File: src/rtl/mux_arb_pkg.sv
// Shared definitions for the 16-way round-robin serial mux arbiter.
//   N_REQ   : number of requesters sharing the mux
//   SEL_W   : width of the mux select / requester index
//   state_t : arbiter FSM states
//   onehot16: index -> one-hot grant vector
package mux_arb_pkg;

    localparam int N_REQ = 16;
    localparam int SEL_W = 4;

    typedef enum logic {
        IDLE  = 1'b0,
        GRANT = 1'b1
    } state_t;

    function automatic logic [N_REQ-1:0] onehot16(input logic [SEL_W-1:0] idx);
        logic [N_REQ-1:0] v;
        v      = '0;
        v[idx] = 1'b1;
        return v;
    endfunction

endpackage

File: src/rtl/MUX16to1.sv
// Gate-level 16:1 single-bit mux (AND-OR form).
//   in_i  [15:0] : data inputs
//   sel_i [3:0]  : select
//   raw_o        : in_i[sel_i]
module MUX16to1
    import mux_arb_pkg::*;
(
    input  logic [N_REQ-1:0] in_i,
    input  logic [SEL_W-1:0] sel_i,
    output logic             raw_o
);

    logic [N_REQ-1:0] term;

    generate
        for (genvar gi = 0; gi < N_REQ; gi++) begin : g_term
            assign term[gi] = in_i[gi] & (sel_i == SEL_W'(gi));
        end
    endgenerate

    assign raw_o = |term;

endmodule

File: src/rtl/rr_pick16.sv
// Combinational round-robin pick over 16 requests.
//   req_i [15:0] : request vector
//   ptr_i [3:0]  : highest-priority index this round
//   idx_o [3:0]  : first set request found scanning ptr, ptr+1, ... wrapping
//   any_o        : at least one request is set
// The request vector is rotated so ptr lands at bit 0, priority-encoded
// from bit 0 upward, and the offset is added back to ptr (mod 16).
module rr_pick16
    import mux_arb_pkg::*;
(
    input  logic [N_REQ-1:0] req_i,
    input  logic [SEL_W-1:0] ptr_i,
    output logic [SEL_W-1:0] idx_o,
    output logic             any_o
);

    logic [2*N_REQ-1:0] req_dbl;
    logic [N_REQ-1:0]   req_rot;
    logic [SEL_W-1:0]   offset;

    // rot[k] = req[(ptr+k) mod 16]; the doubled vector avoids a wrap mux
    assign req_dbl = {req_i, req_i};
    assign req_rot = req_dbl[ptr_i +: N_REQ];

    // Scan downward so the lowest set bit wins
    always_comb begin
        offset = '0;
        for (int i = N_REQ - 1; i >= 0; i--) begin
            if (req_rot[i]) begin
                offset = SEL_W'(i);
            end
        end
    end

    assign idx_o = offset + ptr_i;
    assign any_o = |req_i;

endmodule

File: src/rtl/mux16_rr_arbiter.sv
// Round-robin arbiter that time-shares one 16:1 bit mux between 16 serial
// requesters. A grant lasts until the owner signals last, drops req, or
// reaches HOLD_MAX beats; one IDLE bubble separates consecutive grants.
//   clk       : clock
//   rst_n     : synchronous active-low reset
//   req[15:0] : request per requester, held high for the burst
//   last[15:0]: last-beat flag, only the granted index is looked at
//   in[15:0]  : serial data bit per requester
//   grant     : registered one-hot grant (zero when idle)
//   sel       : registered granted index, drives the mux select
//   busy      : registered, high while a grant is held
//   out       : in[sel] gated by out_valid
//   out_valid : busy & req[sel], one transferred beat per cycle
module mux16_rr_arbiter
    import mux_arb_pkg::*;
#(
    parameter int HOLD_MAX = 8
) (
    input  logic             clk,
    input  logic             rst_n,
    input  logic [N_REQ-1:0] req,
    input  logic [N_REQ-1:0] last,
    input  logic [N_REQ-1:0] in,
    output logic [N_REQ-1:0] grant,
    output logic [SEL_W-1:0] sel,
    output logic             busy,
    output logic             out,
    output logic             out_valid
);

    localparam int                CNT_W    = $clog2(HOLD_MAX + 1);
    localparam logic [CNT_W-1:0]  CNT_LAST = CNT_W'(HOLD_MAX - 1);

    state_t           state_q;
    logic [N_REQ-1:0] grant_q;
    logic [SEL_W-1:0] sel_q;
    logic [SEL_W-1:0] ptr_q;
    logic             busy_q;
    logic [CNT_W-1:0] cnt_q;

    logic [SEL_W-1:0] ptr_d;
    logic [CNT_W-1:0] cnt_d;
    logic [SEL_W-1:0] pick_idx;
    logic             pick_any;
    logic             owner_req;
    logic             final_beat;
    logic             mux_raw;

    rr_pick16 u_pick (
        .req_i (req),
        .ptr_i (ptr_q),
        .idx_o (pick_idx),
        .any_o (pick_any)
    );

    MUX16to1 u_mux (
        .in_i  (in),
        .sel_i (sel_q),
        .raw_o (mux_raw)
    );

    // After any release the search restarts just past the previous owner
    assign ptr_d      = sel_q + SEL_W'(1);
    assign cnt_d      = cnt_q + CNT_W'(1);
    assign owner_req  = req[sel_q];
    // Owner dropping req takes precedence; that path is checked first below
    assign final_beat = last[sel_q] | (cnt_q == CNT_LAST);

    always_ff @(posedge clk) begin
        if (!rst_n) begin
            state_q <= IDLE;
            grant_q <= '0;
            sel_q   <= '0;
            ptr_q   <= '0;
            busy_q  <= 1'b0;
            cnt_q   <= '0;
        end else begin
            case (state_q)
                IDLE: begin
                    if (pick_any) begin
                        state_q <= GRANT;
                        grant_q <= onehot16(pick_idx);
                        sel_q   <= pick_idx;
                        busy_q  <= 1'b1;
                        cnt_q   <= '0;
                    end
                end
                GRANT: begin
                    if (!owner_req || final_beat) begin
                        state_q <= IDLE;
                        grant_q <= '0;
                        busy_q  <= 1'b0;
                        ptr_q   <= ptr_d;
                    end else begin
                        cnt_q   <= cnt_d;
                    end
                end
                default: begin
                    state_q <= IDLE;
                    grant_q <= '0;
                    busy_q  <= 1'b0;
                end
            endcase
        end
    end

    assign grant     = grant_q;
    assign sel       = sel_q;
    assign busy      = busy_q;
    assign out_valid = busy_q & owner_req;
    assign out       = mux_raw & out_valid;

endmodule
File: config.mk
export PLATFORM = sky130hd
export DESIGN_NAME = mux16_rr_arbiter
export DESIGN_NICKNAME = d
export VERILOG_FILES = /design/src/rtl/mux_arb_pkg.sv /design/src/rtl/MUX16to1.sv /design/src/rtl/rr_pick16.sv /design/src/rtl/mux16_rr_arbiter.sv
export SDC_FILE = /design/constraint.sdc
export NUM_CORES = 1
export LEC_CHECK = 0
export CORE_MARGIN = 3
export CORE_UTILIZATION = 45
export CTS_CLUSTER_DIAMETER = 100
export DETAILED_ROUTE_END_ITERATION = 6
export PLACE_DENSITY = 0.79
export SLEW_MARGIN = 20
export SYNTH_ARGS = -nofsm -noshare
export SYNTH_HDL_FRONTEND = slang
export SYNTH_SLANG_ARGS = --single-unit
File: constraint.sdc
create_clock -name clk -period 4.2 [get_ports clk]
set_input_delay 1.26 -clock clk [delete_from_list [all_inputs] [get_ports clk]]
set_output_delay 1.26 -clock clk [all_outputs]
set_load 0.02 [all_outputs]
==> results of run 1 <==
==> through the flow <==
| stage | util (%) | instance area, sq um | hold slack, ps | worst slack (ps) | instances |
|---|---|---|---|---|---|
| after floorplan | - | 2870 | 459 | 21.2 | 304 |
| after global placement | 66.4 | 4000 | 444 | -766 | 492 |
| after detailed placement | 66.4 | 4000 | 447 | -846 | 492 |
| after CTS | 72.7 | 4380 | 456 | 5.07 | 514 |
| after global routing | 76.0 | 4580 | 482 | -179 | 517 |
| final | 76.0 | 4580 | 455 | -142 | 517 |
==> sequential cells by signal, summed over array words and instances, names as in the netlist <==
signal / flops
sel: 4
busy: 1
state_q: 1
grant: 16
cnt_q: 4
ptr_q: 4
==> per-layer routing <==
layer,vias up,global-route usage [%]
met1,1592,31.7
met5,-,0
met4,0,8.49
li1,1435,-
met2,249,47.5
met3,53,4.61
==> what timing repair did <==
action,4_1_cts,5_1_grt
pin swaps,27,26
endpoints found under the setup margin,21,20
buffers inserted,14,4
cloned,1,0
endpoints found under the hold margin,0,0
gates resized for setup,119,63
==> synthesized netlist by cell type (all sizes together), types with 4 or more instances <==
cell type and count:
nand3 10, xnor2 5, buf 8, inv 10, a221oi 4, mux2 7
nor4 6, nand2 30, mux4 24, nor3 8, and3 5, o21ai 22
clkbuf 9, a21oi 17, nor2 30, mux2i 16, a22o 12, nor2b 5
ha 8, dfxtp 30
==> layout make-up <==
class	count	share of cell area, %
Timing Repair Buffer	146	29.0
Tap cell	75	2.05
Inverter	12	0.984
Clock buffer	6	1.80
Sequential cell	30	13.1
Multi-Input combinational cell	246	51.8
Clock inverter	2	1.31
==> report_power, final <==
group / switching, mW / internal [mW]
combinational: 0.815 / 0.881
clock: 0.116 / 0.253
sequential: 0.0587 / 0.326
total: 0.989 / 1.46
==> logic make-up after synthesis <==
| group | count (synthesis) | share of synthesized area (%) |
|---|---|---|
| flip-flops | 30 | 21.0 |
| AO/OA/AOI/OAI | 76 | 18.4 |
| adder cells (fa/ha/maj) | 9 | 4.21 |
| AND/OR/NAND/NOR | 107 | 18.3 |
| XOR/XNOR | 6 | 2.37 |
| buffers and inverters | 29 | 6.18 |
| multiplexers | 47 | 29.5 |
==> path summary, 6_finish.rpt <==
kind              startpoint   endpoint  slack (ps)  cells past startpoint
setup / recovery      req[5]  grant[13]        -140                     15
hold / removal      grant[6]   grant[6]         460                      2
setup reg to reg    ptr_q[1]  grant[13]         190                     15
hold reg to reg     grant[6]   grant[6]         460                      2
==> critical path, stage by stage <==
cell,delay (ps)
buf_6,100
mux4_2,540
mux2i_4,220
nand2_2,100
nor4b_4,140
o21ai_1,230
o21bai_1,170
or3b_4,430
and3_4,170
ha_4,210
a21o_1,180
a21oi_4,180
buf_12,140
xor2_4,290
a22o_1,190
==> impl_metrics.yaml, run 1 <==
outcome:
  status: "finished with violations"
  violations: "negative setup slack"
clocking:
  numCtsBuffers: 5
  cts.clk_slew.worst_paths_ps: 70
  htree_levels: 2
  insertion_delay_ps: 290
  numClockSinks: 30
  clock_tree.root_cell: "clkbuf_8"
  cts_tree: "done"
  cts_buffer_depth: 2
  ctsHoldBuffers: 0
critical_path:
  worstSetupEndpointType: "flip-flop"
  arrival_ps: 4570
  cp_max_fo: 8
  crit_type: "in2reg"
  timing.critical_path.required_ps: 4430
  cp-start-kind: "input pin"
timing:
  post-route-period-util_pct: 103
  relSlewSlack_pct: 49.3
  slew_violations: 0
  finalHoldViolCount: 0
  setup_viol: 16
  rsz0062_at_grt: "yes"
  fin_tns_setup_ps: -1490
  tightestPinTransition_ps: 761
  fin_ws_ps: -142
  timing.fmax_ghz: 0.230
  finalClockSkew_ps: 9.76
  period_minus_slack_ps: 4340
route:
  wl_met2_um: 5480
  detail-route-antenna-nets: 0
  drt-met1-wl_um: 3890
  dr.pass1.iters: 5
  drtIter0Drc: 193
  drt-total-wl_um: 10600
  route.met3.wl_um: 874
  highest_layer: "met4"
  post_drt_via_cell_ratio: 6.44
  route.detailed.drc: 0
  vias: 3329
  wl_per_cell_um: 20.5
final_layout:
  multi_input_area_sq_um: 2370
  drive_gt1_share_pct: 43.7
  finalNetCount: 500
  regArea_sq_um: 601
  fillers: 355
  final_common_cell: "buf_4"
  n_antenna_cell: 0
  syn_to_final_growth_pct: 60.5
  final_cell_mix: "buf_4, clkdlybuf4s50_1, dfxtp_1"
synth:
  yosysUniqueCellTypes: 65
  synth_seq_area_share_pct: 21.0
  yosysTopAreaCellShare_pct: 21.0
  synth.largest_area_cell: "dfxtp_1"
  ys_warn_count: 0
  synthCells: 304
  ys.flop_type: "dfxtp_1"
  synthTopCellsByArea: "dfxtp_1, mux4_2, mux4_1, mux2i_1, nand2_1"
  netlist_area_sq_um: 2850
  syn_avg_cell_area_sq_um: 9.39
  syn_nets: 363
  synth_edf_count: 0
  ys_async_sr_fraction_pct: 0
  synth_seq_cells: 30
worst_hold_path:
  hold_class: "reg2reg"
power:
  p_leak_nw: 1.75
  peakVddDrop_v: 0.000339
  p_total_mw: 2.45
  power.density_nw_per_um2: 535
placed_design:
  dp_hpwl_um: 6730
  gp_congestion: 0.931
  port_buffers: 72
die:
  die-width_um: 85.6
  start_util_pct: 47.4
  rows: 28
  core-area_sq_um: 6030
  dieHeight_um: 85.6
  io_pins: 73
  dieArea_sq_um: 7330
grt:
  grt_pass1_vias: 3243
  antenna_found_initial: 0
  grt_pass1_wl_um: 15600
  overflow: 0
  gr-usage-all-layers_pct: 26.4
  grt_max_degree: 19
flow_run:
  drv_cap: 0
No activity file was read; power rests on OpenSTA's default activity.
==> run 2, diff against run 1 <==
--- a/config.mk
+++ b/config.mk
@@ -7,7 +7,7 @@
 export LEC_CHECK = 0
 export CORE_MARGIN = 3
 export CORE_UTILIZATION = 45
-export CTS_CLUSTER_DIAMETER = 100
+export CTS_CLUSTER_DIAMETER = 30
 export DETAILED_ROUTE_END_ITERATION = 6
 export PLACE_DENSITY = 0.79
 export SLEW_MARGIN = 20
==> results of run 2 <==
Same layout as run 1: the final DEF is identical, and so are final timing and power.
==> run 3, diff against run 2 <==
--- a/config.mk
+++ b/config.mk
@@ -5,7 +5,7 @@
 export SDC_FILE = /design/constraint.sdc
 export NUM_CORES = 1
 export LEC_CHECK = 0
-export CORE_MARGIN = 3
+export CORE_MARGIN = 2
 export CORE_UTILIZATION = 45
 export CTS_CLUSTER_DIAMETER = 30
 export DETAILED_ROUTE_END_ITERATION = 6
==> run 3 against run 2 <==
The run still ends with negative setup slack left; global-route usage is 1.2 points lower; sequential share of layout area is 0.050 points higher; design area is 0.38% lower; critical path type unchanged; critical endpoint is now grant[12]; largest power group unchanged.
==> impl_metrics.yaml, run 3 (synthesis results as in run 1) <==
power:
  p_leak_nw: 1.75
  peakVddDrop_v: 0.000304
  power.density_nw_per_um2: 516
  p_total_mw: 2.35
critical_path:
  r2r_slack_ps: 90
  cp_max_fo: 8
  r2r-start: "ptr_q[3]"
  worstSetupEndpointType: "flip-flop"
  crit_type: "in2reg"
  timing.critical_path.required_ps: 4430
  r2r_cells: 15
  arrival_ps: 4470
  cp-start-kind: "input pin"
  r2r_end: "grant[5]"
  cp-startpoint: "req[3]"
clocking:
  htree_levels: 2
  cts_tree: "done"
  numClockSinks: 30
  cts_buffer_depth: 2
  cts.clk_slew.worst_paths_ps: 60
  clock_tree.root_cell: "clkbuf_8"
  numCtsBuffers: 5
  insertion_delay_ps: 290
grt:
  gr-usage-met2_pct: 45.7
  grt_max_degree: 19
  met3_usage_pct: 4.45
  grt_pass1_wl_um: 14500
  grt_pass1_vias: 3075
  gr-usage-all-layers_pct: 25.2
  grt_busiest_layer: "met2"
  grt.met1_usage_pct: 30.4
  overflow: 0
  antenna_found_initial: 0
timing:
  fin_tns_setup_ps: -175
  period_minus_slack_ps: 4240
  finalHoldViolCount: 0
  finalClockSkew_ps: 5.54
  holdWs_ps: 457
  relSlewSlack_pct: 47.2
  post-route-period-util_pct: 101
  setup_viol: 8
  rsz0062_at_grt: "yes"
  fin_ws_ps: -39.5
  tightestPinTransition_ps: 792
  timing.fmax_ghz: 0.236
  slew_violations: 0
worst_hold_path:
  hp-start: "grant[15]"
  whs_endpoint: "grant[15]"
  hold_class: "reg2reg"
  min_path_cells: 2
outcome:
  violations: "negative setup slack"
  status: "finished with violations"
route:
  route.detailed.drc: 0
  vias: 3168
  wl_per_cell_um: 18.9
  dr.pass1.iters: 5
  detail-route-antenna-nets: 0
  post_drt_via_cell_ratio: 6.08
  drtIter0Drc: 184
  drt-total-wl_um: 9830
placed_design:
  port_buffers: 72
  gp_congestion: 0.889
  dp_hpwl_um: 6500
final_layout:
  syn_to_final_growth_pct: 59.8
  largest_register_ffs: 16
  fillers: 434
  n_antenna_cell: 0
  regArea_sq_um: 601
  drive_gt1_share_pct: 46.2
  postLayoutCoreUtil_pct: 73.1
  final_cell_mix: "buf_4, clkdlybuf4s50_1, dfxtp_1"
  multi_input_area_sq_um: 2370
  final_common_cell: "buf_4"
  finalNetCount: 502
die:
  core-area_sq_um: 6240
  dieArea_sq_um: 6990
  io_pins: 73
  start_util_pct: 45.7
  rows: 29
  die-width_um: 83.6
  dieHeight_um: 83.6
flow_run:
  drv_cap: 0
[run 3: repair_timing]
action | in CTS | in global routing
gates cloned | 0 | 1
hold endpoints to repair | 0 | 0
pin swaps | 25 | 26
buffers inserted | 5 | 16
hold buffers | 0 | 0
setup endpoints to repair | 21 | 18
gates resized for setup | 126 | 66
[run 3: layout make-up]
type                       count  area share (%)
clock buffer                   8            2.41
inverter                      12           0.987
multi-input combinational    246            52.0
sequential                    30            13.2
tap                           77            2.11
timing repair buffer         148            29.3
[run 3: layer usage]
metal | part of all wire (%) | up-vias
met1 | 39 | 1534
li1 | - | 1441
met4 | 3.3 | 0
met3 | 5.9 | 33
met5 | 0 | -
met2 | 52 | 160
[run 3: worst max-delay path by stage]
stage | to | slack [ps] | cells after the start
6_report | grant[12] | -40 | 15
5_1_grt | grant[3] | -190 | 17
4_1_cts | grant[12] | 3 | 15
3_5_place_dp | grant[9] | -790 | 15
3_3_place_gp | out | -740 | 7
2_1_floorplan | grant[2] | 20 | 13
[run 3: critical path: stages]
cell	delay, ps
buf_4	130
mux4_2	530
mux2i_4	200
nand2_2	90
nor4b_4	140
o21ai_2	160
o21bai_1	160
or3b_4	430
and3_4	170
ha_4	210
a21o_1	180
a21oi_4	180
buf_12	150
xor2_4	280
a22o_1	190
[run 3: power by group]
part	internal [mW]	switching (mW)	leakage [nW]
Sequential	0.326	0.0664	0.244
Combinational	0.896	0.791	1.45
Clock	0.165	0.109	0.0575
[run 3: stage by stage]
stage	area, sq um	setup WS [ps]	instances
global placement	3990	-744	492
global route	4560	-189	521
finish	4560	-39.5	521
CTS	4200	3.20	504
floorplan	2870	21.2	304
detailed placement	3990	-792	492
